==> config.mk <==
export PLATFORM = sky130hd
export DESIGN_NAME = conv1_stream_engine_flat
export DESIGN_NICKNAME = d
export VERILOG_FILES = /design/src/rtl/conv1_pkg.sv /design/src/rtl/conv1_stream_engine_if.sv /design/src/rtl/conv1_addr_gen.sv /design/src/rtl/conv1_stream_engine.sv /design/src/flat_wrapper.sv
export SDC_FILE = /design/constraint.sdc
export NUM_CORES = 1
export LEC_CHECK = 0
export ABC_AREA = 1
export CORE_ASPECT_RATIO = 1.2
export CORE_MARGIN = 2
export CORE_UTILIZATION = 30
export CTS_CLUSTER_DIAMETER = 150
export DETAILED_ROUTE_END_ITERATION = 16
export GPL_ROUTABILITY_DRIVEN = 0
export HOLD_SLACK_MARGIN = 0.08
export PLACE_DENSITY = 0.55
export SLEW_MARGIN = 25
export SYNTH_ARGS = -nofsm -noshare
export SYNTH_HDL_FRONTEND = slang
export SYNTH_HIERARCHICAL = 1
export SYNTH_SLANG_ARGS = --single-unit
==> constraint.sdc <==
create_clock -name clk -period 9.6 [get_ports clk]
set_input_delay 1.44 -clock clk [delete_from_list [all_inputs] [get_ports clk]]
set_output_delay 1.44 -clock clk [all_outputs]
set_load 0.005 [all_outputs]
==> src/rtl/conv1_pkg.sv <==
// Shared constants, FSM state encoding and image address helper for the conv1 stream engine.
package conv1_pkg;
  localparam int DATA_W  = 16;
  localparam int ACC_W   = 40;
  localparam int PROD_W  = 2 * DATA_W;
  localparam int IN_DIM  = 227;
  localparam int CH      = 3;
  localparam int K       = 11;
  localparam int STRIDE  = 4;
  localparam int OUT_DIM = 55;

  localparam int IMG_AW  = 18;
  localparam int KER_AW  = 9;
  localparam int COORD_W = 6;
  localparam int POS_W   = 9;
  localparam int K_W     = $clog2(K);
  localparam int CH_W    = $clog2(CH);

  typedef enum logic [1:0] {IDLE, RUN, DRAIN, OUT} state_e;

  function automatic logic [IMG_AW-1:0] img_addr_f(input int row, input int col, input int c,
                                                   input int in_dim);
    int a;
    a = ((row * in_dim) + col) * CH + c;
    return a[IMG_AW-1:0];
  endfunction
endpackage

==> src/rtl/conv1_stream_engine_if.sv <==
// Memory read bus and result stream between the conv1 engine (master) and its environment (slave).
interface conv1_stream_engine_if;
  import conv1_pkg::*;
  logic                img_rd;
  logic [IMG_AW-1:0]   img_addr;
  logic [DATA_W-1:0]   img_rdata;
  logic [KER_AW-1:0]   ker_addr;
  logic [DATA_W-1:0]   ker_rdata;
  logic                out_valid;
  logic                out_ready;
  logic [DATA_W-1:0]   out_data;
  logic [COORD_W-1:0]  out_row;
  logic [COORD_W-1:0]  out_col;
  logic                out_last;

  modport master (
    output img_rd, img_addr, ker_addr, out_valid, out_data, out_row, out_col, out_last,
    input  img_rdata, ker_rdata, out_ready
  );
  modport slave (
    input  img_rd, img_addr, ker_addr, out_valid, out_data, out_row, out_col, out_last,
    output img_rdata, ker_rdata, out_ready
  );
endinterface

==> src/rtl/conv1_addr_gen.sv <==
// Pixel (i,j) and tap (m,n,c) counters with image bounds check and SRAM/ROM address generation.
module conv1_addr_gen
  import conv1_pkg::*;
#(
  parameter int IN_DIM_P  = IN_DIM,
  parameter int OUT_DIM_P = OUT_DIM
) (
  input  logic                clk,
  input  logic                rst_n,
  input  logic                tap_en,
  input  logic                pix_en,
  output logic [IMG_AW-1:0]   img_addr,
  output logic [KER_AW-1:0]   ker_addr,
  output logic                in_bounds,
  output logic                last_tap,
  output logic                last_pix,
  output logic [COORD_W-1:0]  pix_row,
  output logic [COORD_W-1:0]  pix_col
);
  logic [COORD_W-1:0] i_q, i_d, j_q, j_d;
  logic [K_W-1:0]     m_q, m_d, n_q, n_d;
  logic [CH_W-1:0]    c_q, c_d;
  logic [POS_W-1:0]   row, col;

  always_comb begin
    row       = POS_W'(i_q) * POS_W'(STRIDE) + POS_W'(m_q);
    col       = POS_W'(j_q) * POS_W'(STRIDE) + POS_W'(n_q);
    in_bounds = (row < POS_W'(IN_DIM_P)) && (col < POS_W'(IN_DIM_P));
    img_addr  = img_addr_f(int'(row), int'(col), int'(c_q), IN_DIM_P);
    ker_addr  = KER_AW'((int'(m_q) * K + int'(n_q)) * CH + int'(c_q));
    last_tap  = (m_q == K_W'(K - 1)) && (n_q == K_W'(K - 1)) && (c_q == CH_W'(CH - 1));
    last_pix  = (i_q == COORD_W'(OUT_DIM_P - 1)) && (j_q == COORD_W'(OUT_DIM_P - 1));
    pix_row   = i_q;
    pix_col   = j_q;
  end

  // Tap counters wrap to zero after the last tap, so the next pixel starts clean.
  always_comb begin
    m_d = m_q;
    n_d = n_q;
    c_d = c_q;
    i_d = i_q;
    j_d = j_q;
    if (tap_en) begin
      if (c_q == CH_W'(CH - 1)) begin
        c_d = '0;
        if (n_q == K_W'(K - 1)) begin
          n_d = '0;
          m_d = (m_q == K_W'(K - 1)) ? '0 : m_q + 1'b1;
        end else begin
          n_d = n_q + 1'b1;
        end
      end else begin
        c_d = c_q + 1'b1;
      end
    end
    if (pix_en) begin
      if (j_q == COORD_W'(OUT_DIM_P - 1)) begin
        j_d = '0;
        i_d = (i_q == COORD_W'(OUT_DIM_P - 1)) ? '0 : i_q + 1'b1;
      end else begin
        j_d = j_q + 1'b1;
      end
    end
  end

  always_ff @(posedge clk) begin
    if (!rst_n) begin
      i_q <= '0;
      j_q <= '0;
      m_q <= '0;
      n_q <= '0;
      c_q <= '0;
    end else begin
      i_q <= i_d;
      j_q <= j_d;
      m_q <= m_d;
      n_q <= n_d;
      c_q <= c_d;
    end
  end
endmodule

==> src/rtl/conv1_stream_engine.sv <==
// Sequential conv1: one MAC per cycle over each 11x11x3 window, results on a valid/ready stream.
// Define CONV1_SAT_EN to saturate results at 0xFFFF instead of wrapping modulo 2^16.
module conv1_stream_engine
  import conv1_pkg::*;
#(
  parameter int IN_DIM_P  = IN_DIM,
  parameter int OUT_DIM_P = OUT_DIM
) (
  input  logic clk,
  input  logic rst_n,
  input  logic start,
  output logic busy,
  output logic done,
  conv1_stream_engine_if.master bus
);
  state_e             state_q, state_d;
  logic               busy_q, busy_d;
  logic               rd_vld_q, rd_vld_d;
  logic [ACC_W-1:0]   acc_q, acc_d;
  logic               out_valid_q, out_valid_d;
  logic [DATA_W-1:0]  out_data_q, out_data_d;
  logic [COORD_W-1:0] out_row_q, out_row_d, out_col_q, out_col_d;
  logic               out_last_q, out_last_d;
  logic [DATA_W-1:0]  res;
  logic [PROD_W-1:0]  prod;
  logic               tap_en, pix_en, in_bounds, last_tap, last_pix;
  logic [IMG_AW-1:0]  img_addr;
  logic [KER_AW-1:0]  ker_addr;
  logic [COORD_W-1:0] pix_row, pix_col;

  assign tap_en = (state_q == RUN);
  assign pix_en = (state_q == OUT) && bus.out_ready;

  conv1_addr_gen #(.IN_DIM_P(IN_DIM_P), .OUT_DIM_P(OUT_DIM_P)) u_addr_gen (
    .clk(clk), .rst_n(rst_n), .tap_en(tap_en), .pix_en(pix_en),
    .img_addr(img_addr), .ker_addr(ker_addr), .in_bounds(in_bounds),
    .last_tap(last_tap), .last_pix(last_pix), .pix_row(pix_row), .pix_col(pix_col)
  );

  assign bus.img_rd    = tap_en && in_bounds;
  assign bus.img_addr  = img_addr;
  assign bus.ker_addr  = ker_addr;
  assign bus.out_valid = out_valid_q;
  assign bus.out_data  = out_data_q;
  assign bus.out_row   = out_row_q;
  assign bus.out_col   = out_col_q;
  assign bus.out_last  = out_last_q;
  assign busy          = busy_q;
  // Done coincides with acceptance of the final pixel, while the FSM is still in OUT.
  assign done          = pix_en && last_pix;

  assign prod = PROD_W'(bus.img_rdata) * PROD_W'(bus.ker_rdata);

  always_comb begin
    state_d     = state_q;
    busy_d      = busy_q;
    rd_vld_d    = bus.img_rd;
    acc_d       = rd_vld_q ? acc_q + ACC_W'(prod) : acc_q;
    out_valid_d = out_valid_q;
    out_data_d  = out_data_q;
    out_row_d   = out_row_q;
    out_col_d   = out_col_q;
    out_last_d  = out_last_q;
    case (state_q)
      IDLE: begin
        if (start) begin
          state_d = RUN;
          busy_d  = 1'b1;
          acc_d   = '0;
        end
      end
      RUN: begin
        if (last_tap) state_d = DRAIN;
      end
      DRAIN: begin
        state_d     = OUT;
        out_valid_d = 1'b1;
        out_data_d  = res;
        out_row_d   = pix_row;
        out_col_d   = pix_col;
        out_last_d  = last_pix;
      end
      OUT: begin
        if (bus.out_ready) begin
          out_valid_d = 1'b0;
          out_last_d  = 1'b0;
          if (last_pix) begin
            state_d = IDLE;
            busy_d  = 1'b0;
          end else begin
            state_d = RUN;
            acc_d   = '0;
          end
        end
      end
      default: state_d = IDLE;
    endcase
  end

  // The result is taken from acc_d so the final tap's product lands in this pixel.
  always_comb begin
`ifdef CONV1_SAT_EN
    res = (|acc_d[ACC_W-1:DATA_W]) ? {DATA_W{1'b1}} : acc_d[DATA_W-1:0];
`else
    res = acc_d[DATA_W-1:0];
`endif
  end

  always_ff @(posedge clk) begin
    if (!rst_n) begin
      state_q     <= IDLE;
      busy_q      <= 1'b0;
      rd_vld_q    <= 1'b0;
      acc_q       <= '0;
      out_valid_q <= 1'b0;
      out_data_q  <= '0;
      out_row_q   <= '0;
      out_col_q   <= '0;
      out_last_q  <= 1'b0;
    end else begin
      state_q     <= state_d;
      busy_q      <= busy_d;
      rd_vld_q    <= rd_vld_d;
      acc_q       <= acc_d;
      out_valid_q <= out_valid_d;
      out_data_q  <= out_data_d;
      out_row_q   <= out_row_d;
      out_col_q   <= out_col_d;
      out_last_q  <= out_last_d;
    end
  end
endmodule

==> src/flat_wrapper.sv <==
// flat-port wrapper written by rule: the top's interface ports become plain ports
module conv1_stream_engine_flat import conv1_pkg::*;
#(
  parameter int IN_DIM_P  = IN_DIM,
  parameter int OUT_DIM_P = OUT_DIM
)
  (clk, rst_n, start, busy, done, bus_img_rd, bus_img_addr, bus_ker_addr, bus_out_valid, bus_out_data, bus_out_row, bus_out_col, bus_out_last, bus_img_rdata, bus_ker_rdata, bus_out_ready);
  conv1_stream_engine_if bus_i ();
  input  logic clk;
  input  logic rst_n;
  input  logic start;
  output logic busy;
  output logic done;
  output wire logic [$bits(bus_i.img_rd)-1:0] bus_img_rd;
  output wire logic [$bits(bus_i.img_addr)-1:0] bus_img_addr;
  output wire logic [$bits(bus_i.ker_addr)-1:0] bus_ker_addr;
  output wire logic [$bits(bus_i.out_valid)-1:0] bus_out_valid;
  output wire logic [$bits(bus_i.out_data)-1:0] bus_out_data;
  output wire logic [$bits(bus_i.out_row)-1:0] bus_out_row;
  output wire logic [$bits(bus_i.out_col)-1:0] bus_out_col;
  output wire logic [$bits(bus_i.out_last)-1:0] bus_out_last;
  input wire logic [$bits(bus_i.img_rdata)-1:0] bus_img_rdata;
  input wire logic [$bits(bus_i.ker_rdata)-1:0] bus_ker_rdata;
  input wire logic [$bits(bus_i.out_ready)-1:0] bus_out_ready;
  assign bus_img_rd = bus_i.img_rd;
  assign bus_img_addr = bus_i.img_addr;
  assign bus_ker_addr = bus_i.ker_addr;
  assign bus_out_valid = bus_i.out_valid;
  assign bus_out_data = bus_i.out_data;
  assign bus_out_row = bus_i.out_row;
  assign bus_out_col = bus_i.out_col;
  assign bus_out_last = bus_i.out_last;
  assign bus_i.img_rdata = bus_img_rdata;
  assign bus_i.ker_rdata = bus_ker_rdata;
  assign bus_i.out_ready = bus_out_ready;
  conv1_stream_engine #(.IN_DIM_P(IN_DIM_P), .OUT_DIM_P(OUT_DIM_P)) u_core (.clk(clk), .rst_n(rst_n), .start(start), .busy(busy), .done(done), .bus(bus_i));
endmodule
[Word level (Yosys, flattened, before mapping)]
Cells that the tools add are included.
W data, S select, Z words.
Storage, ports and cells
  word-level logic and storage cells: 83
  register bits: 96
  input port bits: 36
  output and inout bits: 60
Cells by class
  add/subtract/negate cells: 12
  muxes and demuxes: 22
  multiply operators: 5
  eq/ne operators: 12
  reductions and logical operators: 16
  magnitude comparators: 2
Operator list (count)
  $mux W40: 4
  $pmux W40 S2: 1
  $add A40 B32 Y40: 1
  $mul A16 B16 Y32: 1
  $add A8 B4 Y9: 3
  $add A17 B9 Y18: 1
  $add A18 B2 Y18: 1
  $lt A9 B8 Y1 const B: 2
  $mul A18 B2 Y18 const B: 1
  $mul A9 B8 Y17 const B: 1
  $add A6 B1 Y6 const B: 2
  $eq A6 B6 Y1 const B: 2
  $mux W6: 2
  $add A9 B2 Y9: 1
  $mul A9 B2 Y9 const B: 1
  $add A4 B1 Y4 const B: 2
  $eq A4 B4 Y1 const B: 2
  $mul A4 B4 Y8 const B: 1
  $mux W2: 4
  $mux W4: 2
  $pmux W2 S4: 1
  $logic_and A1 B1 Y1: 7
  $eq A2 B2 Y1 const B: 3
  $ne A2 B2 Y1 const B: 3
  10 further kinds: 20

[Logic depth before layout (Yosys ltp)]
  depth after elaboration: 6
  depth in mapped cells: 33
  depth with buffers taken out: 33

[Hierarchy]
Netlist, hierarchy kept.
By module, submodules not included
  conv1_stream_engine: area an instance 6901.6 µm², sequential area each 1001.0 µm², instances 1, cells each 970
  conv1_addr_gen: area an instance 5126.2 µm², sequential area each 440.4 µm², instances 1, cells each 684

[Worst setup path after synthesis]
OpenSTA, ideal clock, no wires.
  kind: register -> output
  from: register u_core.u_addr_gen.m_q[3]
  to: output port bus_img_addr[17]
  stages on the path, launching flop included: 30
  data arrival time: 6055 ps
  path slack: 2105 ps
  required time: 8160 ps
  path buffers: 0
  cell sequence: dfxtp_1 ha_1 a21oi_1 nor2_1 nand2_1 xor2_1 inv_1 fa_1 ha_1 fa_1 inv_1 fa_1 inv_1 ha_1 nand2_1 nand2_1 o21bai_1 a21oi_1 o21ai_1 xor2_1 ha_1 ha_1 a21oi_1 a21boi_1 nor2_1 nor2_1 o21ai_4 inv_1 nand3_1 nand2_1
Between the ends
  longest elaborated chain between the ends: 5
Ends and longest elaborated chain
  start: declaration: RTL line conv1_addr_gen.sv:21  | logic [K_W-1:0] m_q, m_d, n_q, n_d;
  start signal: assignment: RTL line conv1_addr_gen.sv:77  | m_q <= m_d;
  $add A8 B4 Y9: RTL line conv1_addr_gen.sv:26  | row = POS_W'(i_q) * POS_W'(STRIDE) + POS_W'(m_q);
  $mul A9 B8 Y17: RTL line conv1_pkg.sv:24  | a = ((row * in_dim) + col) * CH + c;
  $add A17 B9 Y18: RTL line conv1_pkg.sv:24
  $mul A18 B2 Y18: RTL line conv1_pkg.sv:24
  $add A18 B2 Y18: RTL line conv1_pkg.sv:24
  end: declaration: RTL line flat_wrapper.sv:15  | output wire logic [$bits(bus_i.img_addr)-1:0] bus_img_addr;
No other way between the ends.

[Worst setup path in the final report]
  from: register u_core.u_addr_gen.m_q[2]
  to: output port bus_img_addr[17]
The elaborated chain is that of the path after synthesis.

==> results.ini <==
[pwr]
irDropWorstVdd_uv = 208
power_mw = 2.59
leakagePower_nw = 7.84
powerDensity_mw_per_mm2 = 188

[critical_path]
r2r_setup_slack_ps = 5270
r2r-start = u_core/acc_q[8]
cp_top_family = adder cells
critPathMaxFanout = 6
path_buf_inv = 6
critPathArrivalTime_ps = 7200
end_kind = output pin
worstRegToRegCells = 20
cpPeakStageDelay_ps = 540
worst_path_max_delay_cell = fa_1
r2r_end = u_core/bus.out_data[13]
cp-start-kind = flop
critPathRequiredTime_ps = 8160
path_class = reg2out

[sta]
layout_min_cycle_time_ps = 8640
rsz0062_at_grt = false
worst_slack_ps = 960
worst_pin_slew_ps = 841
period_share = 0.900
slew_violations = 0
skew_ps = 7.35
fmax_mhz = 116
slew_headroom = 0.438
hold_slack_ps = 481
hold_viol_final = 0
setup_viol = 0
fin_setup_tns_ps = 0

[route]
finalWirelength_um = 29100
num_vias = 10107
dr.pass1.iters = 5
via_per_inst = 4.47
detail_route.drc_violations = 0
ant_nets = 0
routedWlPerCell_um = 12.9
drt_first_iter_violations = 412

[place]
dpl_worst_slack_ps = 1320
numPortBuffers = 95
dpl.hpwl_um = 24300
placed_cells = 2245
place_area_mm2 = 0.0134

[cts]
cts_hold_buf = 0
post-cts-setup-buffers = 0
insertion_delay_ps = 350
cts.clk_slew.worst_paths_ps = 60
cts-resized-gates = 0
clockBufferDepth = 2
cts.sinks = 72
cts_buffers = 9
cts_tree = built
htreeDepth = 3
cts_root_buf = clkbuf_16

[grt]
grt_antenna_before_repair = 0
grt_pass1_wl_um = 48300
grt_overflow = 0
grt_usage = 0.142
grt_pass1_vias = 10053
grt_max_degree = 48

[synthesis]
synthesis.area_mm2 = 0.0120
synth_nets = 2000
synth-warning-count = 6
synth_edf_count = 0
synthArstFlopShare = 0
synth_ff_type = dfxtp_1
postSynthAreaPerCell_um2 = 7.27
synth_cells = 1654
synth-seq-cells = 72
ys_seq_area_frac = 0.120
ys_types = 49

[die]
die-width_um = 187
dieHeight_um = 223
fp.coreArea_mm2 = 0.0396
placementRows = 80
start_util = 0.303
die_area_mm2 = 0.0417
pin_count = 96

[final_layout]
fin_util = 0.347
drive_gt1_frac = 0.0469
fin_cells = 2261
area_delta_synth_final_pct = 14.4
diodes = 0
final_nets = 2069
fin_area_mm2 = 0.0138

[flow_run]
cap_violations = 0

[min_path]
whs_endpoint = u_core/busy
hold_class = reg2reg
worstHoldStart = u_core/busy
hold_depth = 2

[status]
outcome = complete, no violations

-- cells in the final DEF (no fill, tap or decap), drive strengths merged, types with 4 or more instances in the layout --
cell	synthesis	layout
clkbuf	25	10
or2	5	5
nand3	65	65
dfxtp	72	72
a31oi	5	5
xnor2	16	16
nand2	373	373
o21ai	67	67
o21bai	5	5
nor3	14	14
inv	410	411
a21oi	97	97
nand4	4	4
nor2	101	101
fa	126	126
clkdlybuf4s50	0	95
xor2	37	37
clkinv	3	5
ha	184	184
o211ai	6	6
-- where the power goes --
part | internal [mW] | switching [mW] | total [mW]
registers | 0.358 | 0.0432 | 0.401
logic | 0.717 | 1.12 | 1.83
clock network | 0.209 | 0.143 | 0.352
-- synth_stat cells (5+ instances only) --
cell type,count,area (µm²)
nand2_2,19,119
buf_4,9,67.6
buf_2,6,30.0
fa_1,126,2520
dfxtp_1,72,1440
xor2_1,37,324
nand3_2,9,90.1
nand2_1,353,1330
a21oi_1,94,470
inv_1,397,1490
o211ai_1,6,45.0
xnor2_1,16,140
inv_2,13,48.8
nor3_1,13,65.1
o21ai_1,11,55.1
ha_1,184,2300
or2_2,5,31.3
nand3_1,56,280
o21ai_0,55,275
clkbuf_1,22,82.6
a31oi_1,5,31.3
nor2_1,96,360
-- sequential cells by signal, indices dropped and copies added (netlist names), 2 cells and up --
signal                     flops
u_core/u_addr_gen/n_q          4
u_core/bus.out_col             6
u_core/u_addr_gen/c_q          2
u_core/bus.out_data           16
u_core/state_q                 2
u_core/u_addr_gen/pix_row      6
u_core/u_addr_gen/pix_col      6
u_core/bus.out_row             6
u_core/acc_q                  16
u_core/u_addr_gen/m_q          4
-- worst register-to-register path: stages (launching register included) --
cell     delay, ps
dfxtp_1        330
inv_1           80
fa_1           540
inv_1           50
fa_1           500
inv_1           50
fa_1           470
fa_1           550
inv_1           50
ha_1           290
inv_1          130
o21ai_0        110
a21oi_1        240
nand2_1         90
nand2_1         80
nand2_1         50
a21oi_1        180
xor2_1         160
nand2_1         60
nand2_1        120
a21oi_1         70
-- metal layers --
layer  wire length, µm  global-route usage
met1             13100               0.177
met4               680              0.0494
met2             14600               0.255
met3               777              0.0142
met5                 0                   0
-- kinds of logic (layout without fill, tap and decap cells) --
family	count (synthesis)	after routing	share of synthesized area
buffers and inverters	453	527	0.147
adder cells (fa/ha/maj)	310	310	0.401
AND/OR/NAND/NOR	570	570	0.203
flip-flops	72	72	0.120
XOR/XNOR	53	53	0.0386
AO/OA/AOI/OAI	196	196	0.0906
-- worst max path at each step --
stage,startpoint,to,depth (start not counted)
final,u_core/u_addr_gen/m_q[2],bus_img_addr[17],30
after global routing,u_core/u_addr_gen/m_q[2],bus_img_addr[17],30
after CTS,u_core/u_addr_gen/m_q[2],bus_img_addr[17],30
after detailed placement,u_core/u_addr_gen/m_q[2],bus_img_addr[17],30
after global placement,u_core/u_addr_gen/m_q[2],bus_img_addr[17],30
after floorplan,u_core/u_addr_gen/m_q[3],bus_img_addr[17],29
-- cell type report --
class                      instances  area [µm²]
inverter                         413        1550
fill                            4304       25900
clock buffer                      10         239
timing repair buffer              98         973
clock inverter                     6        67.6
sequential                        72        1440
multi-input combinational       1129        8820
tap                              533         667
No activity file was read; power rests on OpenSTA's default activity.
